**config.mk**
```make
export PLATFORM = sky130hd
export DESIGN_NAME = muldiv_unit
export DESIGN_NICKNAME = d
export VERILOG_FILES = /design/src/rtl/muldiv_unit_pkg.sv /design/src/rtl/muldiv_unit_div_step.sv /design/src/rtl/muldiv_unit.sv
export SDC_FILE = /design/constraint.sdc
export NUM_CORES = 1
export LEC_CHECK = 0
export BUFFER_PORTS_ARGS = -buffer_cell sky130_fd_sc_hd__buf_2
export CAP_MARGIN = 15
export CORE_MARGIN = 1.5
export CORE_UTILIZATION = 25
export DETAILED_ROUTE_END_ITERATION = 8
export HOLD_SLACK_MARGIN = 0.12
export REMOVE_ABC_BUFFERS = 1
export SYNTH_ARGS = -nofsm -noshare
export SYNTH_HDL_FRONTEND = slang
export SYNTH_HIERARCHICAL = 1
export SYNTH_SLANG_ARGS = --single-unit
export TNS_END_PERCENT = 50
```
**constraint.sdc**
```tcl
create_clock -name clk -period 7.6 [get_ports clk]
set_input_delay 0.38 -clock clk [delete_from_list [all_inputs] [get_ports clk]]
set_output_delay 0.38 -clock clk [all_outputs]
set_load 0.01 [all_outputs]
```
**src/rtl/muldiv_unit_pkg.sv**
```systemverilog
// Shared definitions for the RV32M multiply/divide unit.
//   REG_LEN     : architectural register width
//   MULDIV_ITER : number of radix-2 iterations per iterative op
//   muldiv_op_t : funct3 encodings of the RV32M ops
//   muldiv_state_t : control FSM states
// Helper functions decode operand signedness and op class from muldiv_op_t.
package rysyPkg;

  localparam int unsigned REG_LEN     = 32;
  localparam int unsigned MULDIV_ITER = REG_LEN;

  typedef enum logic [2:0] {
    OpMul    = 3'b000,
    OpMulh   = 3'b001,
    OpMulhsu = 3'b010,
    OpMulhu  = 3'b011,
    OpDiv    = 3'b100,
    OpDivu   = 3'b101,
    OpRem    = 3'b110,
    OpRemu   = 3'b111
  } muldiv_op_t;

  typedef enum logic [1:0] {
    StIdle,
    StCalc,
    StDone
  } muldiv_state_t;

  function automatic logic op_is_mul(muldiv_op_t op);
    return ~op[2];
  endfunction

  function automatic logic op_is_rem(muldiv_op_t op);
    return op[2] & op[1];
  endfunction

  function automatic logic op_a_signed(muldiv_op_t op);
    return (op == OpMul) || (op == OpMulh) || (op == OpMulhsu) ||
           (op == OpDiv) || (op == OpRem);
  endfunction

  function automatic logic op_b_signed(muldiv_op_t op);
    return (op == OpMul) || (op == OpMulh) || (op == OpDiv) || (op == OpRem);
  endfunction

endpackage

```
**src/rtl/muldiv_unit_div_step.sv**
```systemverilog
// One restoring-division step, purely combinational.
//   i_part_rem : shifted partial remainder {rem, next dividend bit}
//   i_divisor  : divisor magnitude
//   o_rem_nxt  : remainder after the conditional subtract
//   o_q_bit    : quotient bit produced by this step
module div_step
  import rysyPkg::*;
(
  input  logic [REG_LEN:0]   i_part_rem,
  input  logic [REG_LEN-1:0] i_divisor,
  output logic [REG_LEN-1:0] o_rem_nxt,
  output logic               o_q_bit
);

  logic w_ge;

  assign w_ge      = i_part_rem >= {1'b0, i_divisor};
  assign o_q_bit   = w_ge;
  // When the subtract happens the difference is below the divisor, so 32 bits hold it.
  assign o_rem_nxt = w_ge ? (i_part_rem[REG_LEN-1:0] - i_divisor) : i_part_rem[REG_LEN-1:0];

endmodule

```
**src/rtl/muldiv_unit.sv**
```systemverilog
// RV32M multiply/divide unit with a register-file writeback interface.
// Iterative path: 32 radix-2 steps on operand magnitudes (shift-add multiply,
// restoring divide), sign applied at the end.
//   clk, rst (async, active-high)
//   start, funct3, rs1_d, rs2_d, rd_in : op request, sampled only in IDLE
//   kill                               : aborts an op in CALC
//   busy, done, result, rd_out, reg_wr : status and writeback
// Optional macro MULDIV_FAST_MUL_EN: MUL* ops complete in one cycle through a
// hardware multiplier; divides stay iterative.
module muldiv_unit
  import rysyPkg::*;
#(
  parameter int unsigned ADDR_LEN = 5
) (
  input  logic                clk,
  input  logic                rst,
  input  logic                start,
  input  logic [2:0]          funct3,
  input  logic [REG_LEN-1:0]  rs1_d,
  input  logic [REG_LEN-1:0]  rs2_d,
  input  logic [ADDR_LEN-1:0] rd_in,
  input  logic                kill,
  output logic                busy,
  output logic                done,
  output logic [REG_LEN-1:0]  result,
  output logic [ADDR_LEN-1:0] rd_out,
  output logic                reg_wr
);

  localparam int unsigned         CNT_W    = $clog2(MULDIV_ITER);
  localparam logic [CNT_W-1:0]    CNT_LAST = CNT_W'(MULDIV_ITER - 1);

  muldiv_state_t          r_state, w_state_nxt;
  muldiv_op_t             r_op, w_op;
  logic                   r_neg, r_divz;
  logic [REG_LEN-1:0]     r_opa, r_opb, r_result;
  logic [2*REG_LEN-1:0]   r_acc;
  logic [CNT_W-1:0]       r_cnt;
  logic [ADDR_LEN-1:0]    r_rd;

  logic                   w_accept, w_a_neg, w_b_neg;
  logic [REG_LEN-1:0]     w_a_mag, w_b_mag;
  logic [REG_LEN:0]       w_mul_sum;
  logic [REG_LEN-1:0]     w_div_rem;
  logic                   w_div_q;
  logic [2*REG_LEN-1:0]   w_acc_nxt, w_prod;
  logic [REG_LEN-1:0]     w_quo, w_rem, w_final;
  logic                   w_fast;
  logic [REG_LEN-1:0]     w_fast_res;

  // Request decode
  assign w_op     = muldiv_op_t'(funct3);
  assign w_accept = (r_state == StIdle) && start && !kill;
  assign w_a_neg  = op_a_signed(w_op) & rs1_d[REG_LEN-1];
  assign w_b_neg  = op_b_signed(w_op) & rs2_d[REG_LEN-1];
  assign w_a_mag  = w_a_neg ? -rs1_d : rs1_d;
  assign w_b_mag  = w_b_neg ? -rs2_d : rs2_d;

`ifdef MULDIV_FAST_MUL_EN
  logic [2*REG_LEN-1:0] w_fa, w_fb, w_fprod;
  // Sign/zero extension to 64 bits gives the same low 64 bits as a 33x33 signed product.
  assign w_fa       = {{REG_LEN{w_a_neg}}, rs1_d};
  assign w_fb       = {{REG_LEN{w_b_neg}}, rs2_d};
  assign w_fprod    = w_fa * w_fb;
  assign w_fast     = op_is_mul(w_op);
  assign w_fast_res = (w_op == OpMul) ? w_fprod[REG_LEN-1:0] : w_fprod[2*REG_LEN-1:REG_LEN];
`else
  assign w_fast     = 1'b0;
  assign w_fast_res = '0;
`endif

  // Multiply: r_acc = {partial high, remaining multiplier}, r_opb = multiplicand.
  assign w_mul_sum = {1'b0, r_acc[2*REG_LEN-1:REG_LEN]} + (r_acc[0] ? {1'b0, r_opb} : '0);

  // Divide: r_acc = {remainder, dividend shifting into quotient}, r_opb = divisor.
  div_step u_div_step (
    .i_part_rem ({r_acc[2*REG_LEN-1:REG_LEN], r_acc[REG_LEN-1]}),
    .i_divisor  (r_opb),
    .o_rem_nxt  (w_div_rem),
    .o_q_bit    (w_div_q)
  );

  assign w_acc_nxt = op_is_mul(r_op) ? {w_mul_sum, r_acc[REG_LEN-1:1]}
                                     : {w_div_rem, r_acc[REG_LEN-2:0], w_div_q};

  // Result of the final iteration, signs restored
  always_comb begin
    w_prod  = r_neg ? -w_acc_nxt : w_acc_nxt;
    w_quo   = r_neg ? -w_acc_nxt[REG_LEN-1:0] : w_acc_nxt[REG_LEN-1:0];
    w_rem   = r_neg ? -w_acc_nxt[2*REG_LEN-1:REG_LEN] : w_acc_nxt[2*REG_LEN-1:REG_LEN];
    w_final = '0;
    unique case (r_op)
      OpMul:                     w_final = w_prod[REG_LEN-1:0];
      OpMulh, OpMulhsu, OpMulhu: w_final = w_prod[2*REG_LEN-1:REG_LEN];
      OpDiv, OpDivu:             w_final = r_divz ? '1 : w_quo;
      default:                   w_final = r_divz ? r_opa : w_rem;
    endcase
  end

  // Control FSM
  always_ff @(posedge clk or posedge rst) begin
    if (rst) r_state <= StIdle;
    else     r_state <= w_state_nxt;
  end

  always_comb begin
    w_state_nxt = r_state;
    unique case (r_state)
      StIdle: if (w_accept) w_state_nxt = w_fast ? StDone : StCalc;
      StCalc: begin
        if (kill)                    w_state_nxt = StIdle;
        else if (r_cnt == CNT_LAST)  w_state_nxt = StDone;
      end
      StDone:  w_state_nxt = StIdle;
      default: w_state_nxt = StIdle;
    endcase
  end

  // Datapath
  always_ff @(posedge clk or posedge rst) begin
    if (rst) begin
      r_op     <= OpMul;
      r_neg    <= 1'b0;
      r_divz   <= 1'b0;
      r_opa    <= '0;
      r_opb    <= '0;
      r_acc    <= '0;
      r_cnt    <= '0;
      r_rd     <= '0;
      r_result <= '0;
    end else if (w_accept) begin
      r_op   <= w_op;
      r_rd   <= rd_in;
      r_opa  <= rs1_d;
      r_cnt  <= '0;
      r_divz <= !op_is_mul(w_op) && (rs2_d == '0);
      // Remainder takes the dividend's sign; product and quotient take the XOR.
      r_neg  <= op_is_rem(w_op) ? w_a_neg : (w_a_neg ^ w_b_neg);
      if (op_is_mul(w_op)) begin
        r_opb <= w_a_mag;
        r_acc <= {{REG_LEN{1'b0}}, w_b_mag};
      end else begin
        r_opb <= w_b_mag;
        r_acc <= {{REG_LEN{1'b0}}, w_a_mag};
      end
      if (w_fast) r_result <= w_fast_res;
    end else if (r_state == StCalc && !kill) begin
      r_acc <= w_acc_nxt;
      r_cnt <= r_cnt + 1'b1;
      if (r_cnt == CNT_LAST) r_result <= w_final;
    end
  end

  assign busy   = (r_state != StIdle);
  assign done   = (r_state == StDone);
  assign result = r_result;
  assign rd_out = r_rd;
  assign reg_wr = done && (r_rd != '0);

endmodule
```
# Yosys cells after proc, flatten, opt, wreduce, memory -nomap -nowiden
# Index checks and enable logic that the tools add are counted.
[totals]
reg_bits = 177
output_inout_bits = 40
wordCells = 83
[classes]
add_sub_neg = 8
magnitude_cmp = 1
eq_ne = 14
mux = 22
bitwise_logic = 5
n_reduce_logical = 23
[ops]
columns = ["op", "n"]
rows = [
  ["32-bit two-way mux", 10],
  ["64-bit two-way mux", 4],
  ["32-bit negator", 4],
  ["32-bit one-hot mux with 3 select lines", 1],
  ["64-bit negator", 1],
  ["32-bit by 32-bit adder with 33-bit output", 1],
  ["33-bit by 32-bit greater-or-equal comparator with 1-bit output", 1],
  ["32-bit zero test", 1],
  ["32-bit subtractor", 1],
  ["3-bit == test, second input constant", 4],
  ["5-bit two-way mux", 2],
  ["3-bit by 2-bit == test with 1-bit output, second input constant", 3],
  ["3-bit by 1-bit == test with 1-bit output, second input constant", 2],
  ["3-bit zero test", 2],
  ["1-bit logical OR", 6],
  ["2-bit two-way mux", 3],
  ["5-bit by 1-bit adder with 5-bit output, second input constant", 1],
  ["5-bit == test, second input constant", 1],
  ["1-bit logical AND", 5],
  ["5-bit nonzero test", 1],
  ["2-bit one-hot mux with 2 select lines", 1],
  ["2-bit nonzero test", 2],
  ["1-bit AND", 3],
  ["3-bit inequality test, second input constant", 1],
  ["other kinds (12)", 12],
]

# Logic depth before layout (Yosys ltp)
[logic_depth]
depth_word = 9
ltp_mapped = 26

# Modules after synthesis
# Netlist, hierarchy kept.
[modules_own_cells]
columns = ["mod", "instances", "cells_each", "area_per_inst_um2", "seq_area_each_um2"]
rows = [
  ["muldiv_unit", 1, 1943, 14794.2, 4429.2],
  ["div_step", 1, 323, 2331.0, 0.0],
]

# Worst setup path after synthesis
# Ideal clock, no wire load.
[synth_timing]
kind = "reg2reg"
startpoint = "register r_acc[38]"
endpoint = "register r_result[27] (netlist: result[27])"
setup_time_ps = 126
arrival_time_ps = 5149
required_ps = 7474
setup_slack_ps = 2325
path_stages_with_launch = 23
path_cell_list = "dfrtp_1 ha_1 a21oi_2 a211oi_1 or3_4 nor4b_4 o21ai_2 a31oi_4 o21a_4 inv_2 buf_6 buf_12 nor3b_1 o21ai_1 or4_4 nor2_2 nand3_1 or3b_1 buf_2 or3_1 o21ai_2 a211oi_1 o32a_1"
[synth_via]
elab_chain_cells = 7
[synth_rtl]
columns = ["element", "line", "text"]
rows = [
  ["start: declaration", "muldiv_unit.sv:37", "logic [2*REG_LEN-1:0] r_acc;"],
  ["start signal: assignment", "muldiv_unit.sv:141", "r_acc <= {{REG_LEN{1'b0}}, w_b_mag};"],
  ["start signal: assignment", "muldiv_unit.sv:144", "r_acc <= {{REG_LEN{1'b0}}, w_a_mag};"],
  ["start signal: assignment", "muldiv_unit.sv:148", "r_acc <= w_acc_nxt;"],
  ["33-bit by 32-bit greater-or-equal comparator with 1-bit output (*)", "muldiv_unit_div_step.sv:17", "assign w_ge = i_part_rem >= {1'b0, i_divisor};"],
  ["named net w_div_q", "muldiv_unit.sv:45", "logic w_div_q;"],
  ["32-bit two-way mux", "muldiv_unit_div_step.sv:20", "assign o_rem_nxt = w_ge ? (i_part_rem[REG_LEN-1:0] - i_divisor) : i_part_rem[REG_LEN-1:0];"],
  ["64-bit two-way mux (*)", "muldiv_unit.sv:83", "assign w_acc_nxt = op_is_mul(r_op) ? {w_mul_sum, r_acc[REG_LEN-1:1]}"],
  ["32-bit negator", "muldiv_unit.sv:90", "w_rem = r_neg ? -w_acc_nxt[2*REG_LEN-1:REG_LEN] : w_acc_nxt[2*REG_LEN-1:REG_LEN];"],
  ["32-bit two-way mux", "muldiv_unit.sv:90", ""],
  ["32-bit two-way mux", "muldiv_unit.sv:96", "default: w_final = r_divz ? r_opa : w_rem;"],
  ["32-bit one-hot mux with 3 select lines (*)", "muldiv_unit.sv:92", "unique case (r_op)"],
  ["end signal: assignment", "muldiv_unit.sv:146", "if (w_fast) r_result <= w_fast_res;"],
  ["end signal: assignment", "muldiv_unit.sv:150", "if (r_cnt == CNT_LAST) r_result <= w_final;"],
  ["end: declaration", "muldiv_unit.sv:36", "logic [REG_LEN-1:0] r_opa, r_opb, r_result;"],
]
# The timed path passes the listed nets; every way through them passes the cells marked *.
# A chain may end at the register's enable or synchronous reset.

# Worst setup path in the final report
[layout_timing]
startpoint = "register r_acc[41]"
endpoint = "register r_result[27] (netlist: result[27])"
[layout_via]
elab_chain_cells = 7
[layout_rtl]
columns = ["element", "line", "text"]
rows = [
  ["33-bit by 32-bit greater-or-equal comparator with 1-bit output (*)", "muldiv_unit_div_step.sv:17", ""],
  ["named net w_div_q", "muldiv_unit.sv:45", ""],
  ["32-bit two-way mux (*)", "muldiv_unit_div_step.sv:20", ""],
  ["named net w_div_rem[6]", "muldiv_unit.sv:44", "logic [REG_LEN-1:0] w_div_rem;"],
  ["64-bit two-way mux (*)", "muldiv_unit.sv:83", ""],
  ["32-bit negator", "muldiv_unit.sv:90", ""],
  ["32-bit two-way mux", "muldiv_unit.sv:90", ""],
  ["32-bit two-way mux", "muldiv_unit.sv:96", ""],
  ["32-bit one-hot mux with 3 select lines (*)", "muldiv_unit.sv:92", ""],
]
# Marks and branches as above.

==> out/metrics.yaml <==
drv_cap: 0
gr-usage-met3: 0.0251
arrival_ns: 7.16
antennaDiodeCount: 0
synth_top_area_frac: 0.259
final_cells: 3168
wl_per_cell_um: 20.1
period_minus_slack_ns: 6.81
syn_avg_cell_area_um2: 7.56
core_area_mm2: 0.0675
io_buffer_count: 115
grtUsageMet1: 0.243
drive_gt1_frac: 0.116
drt_pass1_iterations: 5
clock_sinks: 177
gr-usage-met2: 0.291
syn_inst: 2266
final_nets: 2430
critPathKind: "flip-flop to flip-flop"
ys_seq_area_frac: 0.259
die-area_mm2: 0.0701
hold_slack_ns: 0.135
design_area_mm2: 0.0190
dp_hpwl_um: 48700
floorplan.initialDensity: 0.254
synth-seq-cells: 177
ios: 116
report.final.slew_viol_count: 0
antenna_found_initial: 2
first_global_vias: 16100
vdd_drop_max_mv: 0.182
ys_types: 97
grt_pass1_wl_um: 98000
synthDominantAreaCellType: "dfrtp_1"
syn-cell-area_mm2: 0.0171
drt-total-wl_um: 63600
fmax_mhz: 147
gp_congestion: 0.918
grt_max_degree: 104
clock_path_buffers: 2
htreeDepth: 4
dp_cells: 3130
timing.final.crit_share: 0.895
drc_errors: 0
synth-async-reset-ratio: 1.00
cts_made_buffers: 17
place_area_mm2: 0.0184
setup_viol: 0
area.growth.synth_to_final_pct: 11.1
viasPerCell: 5.39
post-cts-setup-buffers: 0
synth_edf_count: 0
synthTopCellsByArea: "dfrtp_1 26%, nand2_1 8.2%, o21ai_0 6.1%, xnor2_1 5.2%, ha_1 5.1%"
worst_pin_slew_ns: 1.05
busiest_layer: "met2"
dr_total_vias: 17100
rows: 95
drt_iter0_markers: 1527
cp-start-kind: "flip-flop"
critPathRequiredTime_ns: 7.96
cts_tree: "done"
track_usage: 0.180
hold_path_class: "input pin to flip-flop"
powerDensity_mw_per_mm2: 355
cp_max_fo: 31
die_h_um: 265
finClkSkew_ns: 0.0113
leakagePower_uw: 0.00813
rsz0062_at_grt: "false"
slew-limit-headroom: 0.303
clock_latency_ns: 0.47
ant_nets: 0
gr-total-overflow: 0
finalHoldViolCount: 0
crit_path_end_kind: "flip-flop"
die_x_um: 265
yosysWarnings: 6
cts.clk_slew.worst_paths_ns: 0.08
outcome: "complete, no violations"
final_util: 0.282
fillers: 7311
ys.flop_type: "dfrtp_1"
root_buffer: "clkbuf_16"
## sequential cells by signal (all words and copies together) (netlist names)
name	cells
r_acc	64
r_opa	32
r_opb	32
result	32
r_cnt	5
rd_out	5
r_op	3
r_state	2
r_divz	1
r_neg	1
## repair_timing
action	CTS	global route
hold endpoints to repair	70	0
resized for setup	0	0
hold buffers	6	0
## per-layer routing
metal,share of wire,up-vias
li1,-,8186
met1,0.45,8197
met2,0.46,584
met3,0.064,91
met4,0.030,2
met5,0.00013,-
## worst max-delay path: stages, from the launching register on
cell,delay [ns]
dfrtp_1,0.43
ha_1,0.42
nand4_1,0.26
nor3_1,0.69
o211ai_1,0.23
nor4b_4,0.22
o21ai_2,0.19
a31oi_4,0.13
o21a_4,0.28
inv_2,0.60
mux2_2,0.41
nand2_1,0.06
o311ai_0,0.13
a211oi_1,0.63
nand4b_1,0.29
or3b_1,0.61
or3_1,0.44
o21ai_2,0.20
a211oi_1,0.11
o32a_1,0.34
## power by group
part | total (uW) | switching (uW) | internal, uW
logic | 4420 | 2710 | 1710
registers | 1430 | 291 | 1140
clock network | 904 | 439 | 465
## layout make-up
cell class	instances	area [um^2]	share of cell area
multi-input combinational	1867	11800	0.621
sequential	177	4430	0.233
tap	873	1090	0.0574
timing repair buffer	149	848	0.0446
clock buffer	19	443	0.0233
inverter	70	270	0.0142
clock inverter	13	125	0.00658
## cell usage in the layout, fill, tap and decap left out, types with 15 or more instances in the layout
cell | synthesis | layout
inv_1 | 67 | 66
buf_2 | 19 | 114
ha_1 | 70 | 70
nor4_1 | 22 | 22
o21ai_0 | 210 | 210
xnor2_1 | 102 | 102
buf_4 | 3 | 29
a22o_1 | 19 | 19
o21a_1 | 17 | 17
nand2_1 | 374 | 374
a21oi_1 | 173 | 173
xor2_1 | 65 | 65
nand3_1 | 32 | 32
a21o_1 | 25 | 25
mux2i_1 | 48 | 48
a221oi_1 | 24 | 24
nor3_1 | 50 | 50
nor2b_1 | 15 | 15
nand4_1 | 29 | 29
clkbuf_16 | 0 | 17
o31ai_1 | 30 | 30
or3_1 | 15 | 15
mux2_2 | 25 | 25
nand2b_1 | 17 | 17
o211ai_1 | 33 | 33
dfrtp_1 | 177 | 175
o221ai_1 | 24 | 24
a31oi_1 | 24 | 24
and2_1 | 42 | 42
nor2_1 | 169 | 168
## logic make-up (layout without fill, tap and decap cells)
group | Yosys count | count (layout) | synth area share
AO/OA/AOI/OAI | 709 | 709 | 0.269
XOR/XNOR | 167 | 167 | 0.0854
adder cells (fa/ha/maj) | 72 | 72 | 0.0535
buffers and inverters | 222 | 251 | 0.0525
flip-flops | 177 | 177 | 0.259
multiplexers | 82 | 82 | 0.0524
AND/OR/NAND/NOR | 837 | 837 | 0.229
## final timing paths
| path | startpoint | to | slack [ns] | cells past startpoint |
|---|---|---|---|---|
| max in group asynchronous | rst | r_neg | 5.38 | 4 |
| setup reg to reg | r_acc[41] | result[27] | 0.79 | 19 |
| min in group asynchronous | rst | result[4] | 0.63 | 3 |
| hold reg to reg | r_opa[7] | r_opa[7] | 0.48 | 2 |
| setup / recovery | r_acc[41] | result[27] | 0.79 | 19 |
| hold / removal | funct3[0] | r_op[0] | 0.14 | 3 |
## Yosys cell counts (7+ instances only)
cell type	number
nand2_1	374
o21ai_0	210
dfrtp_1	177
a21oi_1	173
nor2_1	169
clkbuf_1	115
xnor2_1	102
ha_1	70
inv_1	67
xor2_1	65
nor3_1	50
mux2i_1	48
and2_1	42
o211ai_1	33
nand3_1	32
o31ai_1	30
nand4_1	29
a21o_1	25
mux2_2	25
a221oi_1	24
a31oi_1	24
o221ai_1	24
nor4_1	22
a22o_1	19
buf_2	19
nand2b_1	17
o21a_1	17
nor2b_1	15
or3_1	15
a211oi_1	14
nor3b_1	14
buf_1	12
and3_1	11
o41ai_1	10
mux2_4	9
o21ai_1	9
or4_1	9
o21bai_1	8
or2_2	8
a21oi_2	7
## stage by stage
step,worst slack [ns],setup TNS (ns),total power (uW)
4_1_cts,0.851,0,6660
3_5_place_dp,0.890,0,5730
2_1_floorplan,-0.615,-19.30,4530
3_3_place_gp,1.05,0,5730
5_1_grt,0.471,0,7220
6_report,0.795,0,6760
No activity file was read; power rests on OpenSTA's default activity.
